--- config.mk ---
export PLATFORM = sky130hd
export DESIGN_NAME = ts_pack_buf_sched
export DESIGN_NICKNAME = d
export VERILOG_FILES = /design/src/rtl/ts_pack_buf_sched.sv
export SDC_FILE = /design/constraint.sdc
export NUM_CORES = 1
export LEC_CHECK = 0
export ABC_AREA = 1
export CAP_MARGIN = 30
export CORE_ASPECT_RATIO = 1.1
export CORE_MARGIN = 2
export CORE_UTILIZATION = 43
export CTS_BUF_LIST = sky130_fd_sc_hd__clkbuf_8
export CTS_CLUSTER_DIAMETER = 80
export CTS_CLUSTER_SIZE = 8
export DETAILED_ROUTE_END_ITERATION = 8
export PLACE_DENSITY = 0.78
export SKIP_LAST_GASP = 1
export SYNTH_ARGS = -nofsm -noshare
export SYNTH_HDL_FRONTEND = slang
export SYNTH_SLANG_ARGS = --single-unit
export TNS_END_PERCENT = 10
--- constraint.sdc ---
create_clock -name CLOCK -period 1.7 [get_ports CLOCK]
set_input_delay 0.34 -clock CLOCK [delete_from_list [all_inputs] [get_ports CLOCK]]
set_output_delay 0.34 -clock CLOCK [all_outputs]
set_load 0.03 [all_outputs]
--- src/rtl/ts_pack_buf_sched.sv ---
// Scheduler in front of the 10-bit-in / 32-bit-packed TS buffer: arbitrates one writer
// and one reader, tracks occupancy in words and emits registered, spaced strobes.
module ts_pack_buf_sched #(
  parameter int DEPTH  = 35,
  parameter int HI_WM  = 28,
  parameter int LO_WM  = 4,
  parameter int RD_LAT = 1
) (
  input  logic       CLOCK,
  input  logic       RESET,
  input  logic       WR_REQ,
  input  logic [9:0] WR_DATA,
  output logic       WR_ACK,
  input  logic       RD_REQ,
  output logic [9:0] RD_DATA,
  output logic       RD_VALID,
  input  logic       FLUSH,
  output logic       BUF_WRITE,
  output logic       BUF_READ,
  output logic       BUF_CLR,
  output logic [9:0] BUF_DATA_IN,
  input  logic [9:0] BUF_DATA_OUT,
  output logic [5:0] FILL,
  output logic       FULL,
  output logic       EMPTY
);

  if (DEPTH < 1 || DEPTH > 63) begin : g_bad_depth
    $error("ts_pack_buf_sched: DEPTH must be 1..63 to fit the 6-bit FILL");
  end
  if (RD_LAT < 1 || RD_LAT > 7) begin : g_bad_lat
    $error("ts_pack_buf_sched: RD_LAT must be 1..7");
  end

  localparam logic [5:0] DEPTH_W = 6'(DEPTH);
  localparam logic [5:0] HI_W    = 6'(HI_WM);
  localparam logic [5:0] LO_W    = 6'(LO_WM);

  typedef enum logic [2:0] {IDLE, WSET, WSTB, RSTB, RWAIT, GAP} state_t;

  state_t            state, state_nxt;
  logic              last_rd, last_rd_nxt;     // 1: previous grant was a read
  logic [RD_LAT:0]   vld_pipe, vld_pipe_nxt;   // bit k: k cycles after the read strobe
  logic [5:0]        fill_nxt;
  logic [9:0]        rd_data_nxt, buf_data_in_nxt;
  logic              wr_ack_nxt, rd_valid_nxt, buf_write_nxt, buf_read_nxt;
  logic              wr_ok, rd_ok, pick_rd;

  always_comb begin
    wr_ok = WR_REQ & ~FULL;
    rd_ok = RD_REQ & ~EMPTY;
    if (wr_ok && rd_ok) begin
      if (FILL >= HI_W)      pick_rd = 1'b1;
      else if (FILL <= LO_W) pick_rd = 1'b0;
      else                   pick_rd = ~last_rd;
    end else begin
      pick_rd = rd_ok;
    end
  end

  // Every output is computed one cycle early and registered, so strobes line up with states.
  always_comb begin
    state_nxt       = state;
    last_rd_nxt     = last_rd;
    fill_nxt        = FILL;
    rd_data_nxt     = RD_DATA;
    buf_data_in_nxt = BUF_DATA_IN;
    wr_ack_nxt      = 1'b0;
    rd_valid_nxt    = 1'b0;
    buf_write_nxt   = 1'b0;
    buf_read_nxt    = 1'b0;
    case (state)
      IDLE: begin
        if (wr_ok || rd_ok) begin
          if (pick_rd) begin
            state_nxt    = RSTB;
            buf_read_nxt = 1'b1;
            fill_nxt     = FILL - 6'd1;
            last_rd_nxt  = 1'b1;
          end else begin
            state_nxt       = WSET;
            buf_data_in_nxt = WR_DATA;
          end
        end
      end
      WSET: begin
        state_nxt     = WSTB;
        buf_write_nxt = 1'b1;
        wr_ack_nxt    = 1'b1;
        fill_nxt      = FILL + 6'd1;
        last_rd_nxt   = 1'b0;
      end
      WSTB:  state_nxt = GAP;
      RSTB:  state_nxt = RWAIT;
      RWAIT: begin
        if (vld_pipe[RD_LAT]) begin
          state_nxt    = GAP;
          rd_valid_nxt = 1'b1;
          rd_data_nxt  = BUF_DATA_OUT;
        end
      end
      GAP:     state_nxt = IDLE;
      default: state_nxt = IDLE;
    endcase
    vld_pipe_nxt = {vld_pipe[RD_LAT-1:0], buf_read_nxt};

    // Flush wins over any transition; BUF_DATA_IN and last_rd keep their values.
    if (FLUSH) begin
      state_nxt       = IDLE;
      last_rd_nxt     = last_rd;
      fill_nxt        = 6'd0;
      rd_data_nxt     = RD_DATA;
      buf_data_in_nxt = BUF_DATA_IN;
      wr_ack_nxt      = 1'b0;
      rd_valid_nxt    = 1'b0;
      buf_write_nxt   = 1'b0;
      buf_read_nxt    = 1'b0;
      vld_pipe_nxt    = '0;
    end
  end

  always_ff @(posedge CLOCK or posedge RESET) begin
    if (RESET) begin
      state       <= IDLE;
      last_rd     <= 1'b1;
      vld_pipe    <= '0;
      FILL        <= 6'd0;
      FULL        <= 1'b0;
      EMPTY       <= 1'b1;
      RD_DATA     <= 10'd0;
      BUF_DATA_IN <= 10'd0;
      WR_ACK      <= 1'b0;
      RD_VALID    <= 1'b0;
      BUF_WRITE   <= 1'b0;
      BUF_READ    <= 1'b0;
      BUF_CLR     <= 1'b0;
    end else begin
      state       <= state_nxt;
      last_rd     <= last_rd_nxt;
      vld_pipe    <= vld_pipe_nxt;
      FILL        <= fill_nxt;
      FULL        <= (fill_nxt == DEPTH_W);
      EMPTY       <= (fill_nxt == 6'd0);
      RD_DATA     <= rd_data_nxt;
      BUF_DATA_IN <= buf_data_in_nxt;
      WR_ACK      <= wr_ack_nxt;
      RD_VALID    <= rd_valid_nxt;
      BUF_WRITE   <= buf_write_nxt;
      BUF_READ    <= buf_read_nxt;
      BUF_CLR     <= FLUSH;
    end
  end

endmodule

# == After elaboration in Yosys (flattened, before gate mapping) ==
# Cells that the tools add are included.
# totals
regBits,38
word_cells,66
# classes
eq_ne,9
n_lt_le_gt_ge,2
n_addsub,2
n_reduce_logical,9
n_mux,25
bitwise,7
# ops
cell,count
2-to-1 mux 6 bit,3
one-hot mux 3 bit (5 select lines),1
2-to-1 mux 1 bit,14
one-hot mux 6 bit (2 select lines),1
2-to-1 mux 3 bit,3
AND reduction 4 bit,2
adder 6 x 1 -> 6 bit (second input constant),1
== test 3 x 2 -> 1 bit (second input constant),2
== test 6 bit (second input constant),1
>= comparator 6 x 5 -> 1 bit (second input constant),1
less-or-equal comparator 6 x 3 -> 1 bit (second input constant),1
zero test 6 bit,1
inequality test 3 bit (second input constant),2
subtractor 6 x 1 -> 6 bit (second input constant),1
inverter 1 bit,5
2-to-1 mux 2 bit,2
inequality test 2 bit (second input constant),2
== test 3 x 1 -> 1 bit (second input constant),1
== test 3 bit (second input constant),1
zero test 3 bit,1
AND reduction 3 bit,1
bitwise AND 1 bit,2
one-hot mux 1 bit (2 select lines),1
AND reduction 2 bit,1
3 further kinds,3

# == Logic depth before layout (Yosys ltp) ==
# Gate-level depths: netlist (run 1).
# depth
depth_word,9
mapped_depth,15
ltp_nobuf,15

# == Worst setup path before layout (run 1) ==
# OpenSTA, ideal clock, no wires.
# synth_path
path_type,reg2reg
startpoint,register FILL[0]
endpoint,register BUF_DATA_IN[0]
path_stages_with_launch,11
t_arrival_ns,1.791
n_path_buf,0
path_slack_ns,-0.216
cell_sequence,dfrtp_1 inv_1 ha_1 inv_1 nand2_1 nand2_1 nand2_1 nand2_4 nand2_4 nand4_4 mux2_2
# synth_between
elab_chain_cells,6
word_cells_on_any_way,7
classes_between,order compare: 2; mux: 3; bitwise: 1; reduce/logical: 1
# synth_lines
element,line_no,rtl
"start, declared",23,"output logic [5:0] FILL,"
"start signal, assigned",141,FILL <= fill_nxt;
less-or-equal comparator 6 x 3 -> 1 bit,54,else if (FILL <= LO_W) pick_rd = 1'b0;
2-to-1 mux 1 bit,54,
2-to-1 mux 1 bit *,53,if (FILL >= HI_W) pick_rd = 1'b1;
2-to-1 mux 1 bit *,52,if (wr_ok && rd_ok) begin
inverter 1 bit (no line) *,--,
AND reduction 4 bit (no line) *,--,
"end signal, assigned",145,BUF_DATA_IN <= buf_data_in_nxt;
"end, declared",21,"output logic [9:0] BUF_DATA_IN,"
# Mark *: on every way between the ends. The rest lies on a longest branch, timed or not.
# A chain may end at the register's enable or synchronous reset.

# == Worst setup path after layout (run 1) ==
# layout_path
startpoint,register FILL[0]
endpoint,output port FILL[0]
# No word-level cell between the ends.

==> results of run 1 <==
## through the flow
step	cell area [um2]	setup slack [ps]	power, uW
after floorplan	1860	-28.0	2920
after global placement	2630	-147	3890
after detailed placement	2630	-171	3940
after CTS	2720	-145	4560
after global routing	2720	-145	4850
final	2720	-103	4530
## cells in the final DEF (no fill, tap or decap), types with 2 or more instances in the layout
cell type and instances:
inv_2 3, nand2_1 73, a21oi_1 4, dlymetal6s2s_1 2
o21ai_0 7, xnor2_1 2, dfrtp_2 2, mux2_2 10
ha_1 3, dfrtp_1 33, nand2_4 2, dfstp_2 2
clkbuf_8 6, nand4_1 3, buf_4 19, nor2_1 16
nor2_2 2, inv_1 33, clkdlybuf4s50_1 54, nand3_1 22
## timing repair
item	in CTS	in global routing
setup endpoints to repair	7	27
gates resized for setup	1	2
hold buffers	0	0
gates cloned	0	0
## state kept, by name, indices dropped and copies added, names as in the netlist, 2 cells and up
name         flops
BUF_DATA_IN     10
RD_DATA         10
FILL             6
state            3
vld_pipe         2
## kinds of logic after synthesis
group,share of synthesized area (%)
simple gates,28.5
flops,50.1
fa+ha+maj,2.02
xor+xnor,0.945
buf+inv,8.57
mux,6.07
compound gates,3.78
## worst max-delay path by stage
stage | from | endpoint | cells past startpoint
2_1_floorplan | FILL[0] | BUF_DATA_IN[0] | 10
5_1_grt | FILL[1] | FULL | 14
6_report | FILL[0] | FILL[0] | 2
4_1_cts | EMPTY | EMPTY | 1
3_3_place_gp | WR_REQ | BUF_DATA_IN[9] | 7
3_5_place_dp | WR_REQ | BUF_DATA_IN[9] | 7
## layout make-up
type | count | area share, %
Clock inverter | 2 | 0.276
Tap cell | 54 | 2.48
Multi-Input combinational cell | 148 | 28.2
Clock buffer | 6 | 3.03
Inverter | 35 | 4.82
Timing Repair Buffer | 77 | 27.1
Sequential cell | 37 | 34.2
## metal layers
metal | global-route usage, % | wire length [um] | up-vias | share of wire, %
met3 | 3.40 | 232 | 9 | 5.4
met2 | 30.1 | 1990 | 58 | 46
met4 | 6.80 | 85 | 0 | 2.0
met5 | 0 | 0 | - | 0
met1 | 26.0 | 1970 | 744 | 46
li1 | - | - | 854 | -
## worst max-delay path: cells and delay by family, from the launching register on
kind / cells / cell delay [ps]
DFF: 1 / 380
buffers and inverters: 2 / 790
## power by group through the flow
| stage | combinational (uW) | sequential [uW] | clock (uW) |
|---|---|---|---|
| CTS | 2570 | 1370 | 631 |
| finish | 2550 | 1370 | 613 |
| detailed placement | 2560 | 1380 | 0 |
| floorplan | 1110 | 1810 | 0 |
| global placement | 2520 | 1370 | 0 |
| global route | 2790 | 1400 | 668 |
==> flow_results.org, run 1 <==
** Synth
- A synthesized cell averages 8.28 um2.
- In the synthesized netlist, the cells that appear most often are nand2_1 (73), dfrtp_1 (35), inv_1 (32).
- Among all cell types in the netlist, the one instantiated most often is nand2_1.
- In the post-synthesis netlist, the biggest area contributors are dfrtp_1 (47%), nand2_1 (15%), inv_1 (6.5%), mux2_2 (6.1%), nand3_1 (5.9%).
- The synthesized design spends more area on one cell type than any other, namely dfrtp_1.
- Number of synthesis warnings :: 0
- Area of the mapped netlist :: 1850 um2
- Post-synth top area share :: 47.2%
- Fraction of the yosys area taken by sequential cells :: 50.1%
- Flip-flop and latch count after synthesis :: 37
- After synthesis, the share of flip-flops with an asynchronous set or reset is 100%.
- Mapped Nets :: 252
- Top_reg_cell synth :: dfrtp_1
- Number of flops mapped to enable cells by yosys :: 0
- Instance count of the mapped netlist :: 224
- In this run, distinct cell masters in the synthesized netlist total 24.

** STA
- Final number of max-transition violations :: 0
- Final hold violation count :: 0
- Post-route setup TNS :: -320 ps
- Final-layout worst hold slack :: 417 ps
- In the finished design, the share of the clock period the worst path needs comes to 106%.
- Highest Clock Rate :: 555 MHz
- Setup Skew :: 7.64 ps
- Final setup violation count :: 4
- Pin slew with the least headroom to its limit :: 331 ps
- Final WS setup :: -103 ps
- RSZ-0062 raised after global routing :: yes
- The worst path in the final design needs a cycle of 1800 ps, including I/O delays and setup.
- In this run the tightest slew margin relative to its limit is 77.3%.

** Global routing
- The number of global-route vias before repair is 1568.
- After global routing the overflow that remains totals 0.
- Largest net degree at the start of global routing :: 38
- Total routing usage reported by global routing :: 18.9%
- The first global-routing pass estimated 7000 um of wire.
- Antenna violations before repair :: 0

** Power
- Peak VDD IR :: 0.813 mV
- The internal power of the cells totals 2590 uW.
- Total power per unit cell area :: 1660 nW/um2
- Sw Share :: 42.8%
- Total leakage power :: 0.00145 uW
- Registers are responsible for 30.2% of the overall power.
- Clock power share :: 13.5%
- Combinational cell fraction of total power :: 56.3%
- The analysis attributes to net switching a power of 1940 uW.

** CTS
- The number of clock buffers added by TritonCTS is 5.
- Later-pin clock latency in the skew report :: 280 ps
- Counting along the longest clock path gives a buffer depth of 2.
- Clock tree from TritonCTS :: done
- The clock net in this run drives a total of 37 sinks.
- Post-CTS timing repair inserted 0 buffers for setup.
- Clock input transition at the sequential cells of the worst setup and hold paths :: 70 ps
- H-tree Lvls :: 2
- Clock root buffer master :: clkbuf_8

** Worst setup path
- For this run, the slowest stage of the critical path takes 660 ps.
- Critical path class :: flip-flop to primary output
- The worst register-to-register path begins at FILL[0].
- Worst-case reg-to-reg path depth :: 14
- In this run the worst path has a maximum fanout of 4.
- Cell breakdown of the critical path :: buf_4, clkdlybuf4s50_1
- Critical path startpoint category :: flip-flop
- CP required :: 1360 ps
- Worst setup EP type :: primary output
- Setup slack of the most critical reg-to-reg path :: 30 ps
- Data on the critical path arrives at its endpoint at 1460 ps.
- The slowest stage of the critical path belongs to the cell clkdlybuf4s50_1.
- In this run the critical register-to-register path is captured at EMPTY.

** Routing
- Total DRC errors in the routed layout :: 0
- Once detail routing completed, the nets flagged for antenna violations numbered 0.
- Using the TritonRoute via totals, the vias-per-cell ratio works out to 4.64.
- Detailed routing inserted a total of 1665 vias.
- The first TritonRoute pass finished after 4 iterations.
- WL/cell :: 11.9 um
- DR iter-0 viols :: 66
- Total detailed-routing wirelength :: 4280 um

** Finish
- Antenna cell count :: 0
- Register Area :: 931 um2
- Post-synthesis to final-layout area growth :: 46.9%
- Once layout is complete, the utilization of the core stands at 64.5%.
- After filler insertion, the fill cell instance count of the layout stands at 371.
- Excluding fillers, the count of instances in the completed layout stands at 359.
- Area occupied by multi-input gates :: 767 um2
- Layout cell share with drive strength beyond 1 :: 16.1%
- In the final design database the tool counted 332 nets.

** Floorplan
- Site Rows :: 25
- For this configuration, the core starts out at a cell density of 43.9%.
- 58 I/O pins were placed.
- DIE AREA :: 4850 um2
- The total area inside the core boundary comes to 4220 um2.
- Die boundary height :: 72.9 um
- The die is 66.6 um wide.

** Placed design
- Detailed placement finished with a half-perimeter wire length of 3310 um.
- The count of buffers added on input and output ports is 57.
- Including well taps, the total number of placed cells is 351.
- Routability-driven placement finished with a final weighted congestion of 0.980.

** Worst hold path
- The tightest min-delay check is of the input port to async pin type.

** Status
- Status :: complete, but fails checks
- The final reports fail on negative setup slack.

** Flow run
- The tool flagged a number of max-cap violations equal to 0.
Power figures use the tool's default switching activity.
==> run 2: changes to the inputs <==
--- a/config.mk
+++ b/config.mk
@@ -6,7 +6,7 @@
 export NUM_CORES = 1
 export LEC_CHECK = 0
 export ABC_AREA = 1
-export CAP_MARGIN = 30
+export CAP_MARGIN = 5
 export CORE_ASPECT_RATIO = 1.1
 export CORE_MARGIN = 2
 export CORE_UTILIZATION = 43
==> results of run 2 <==
The final DEF is identical to that of run 1; final timing and power are the same.
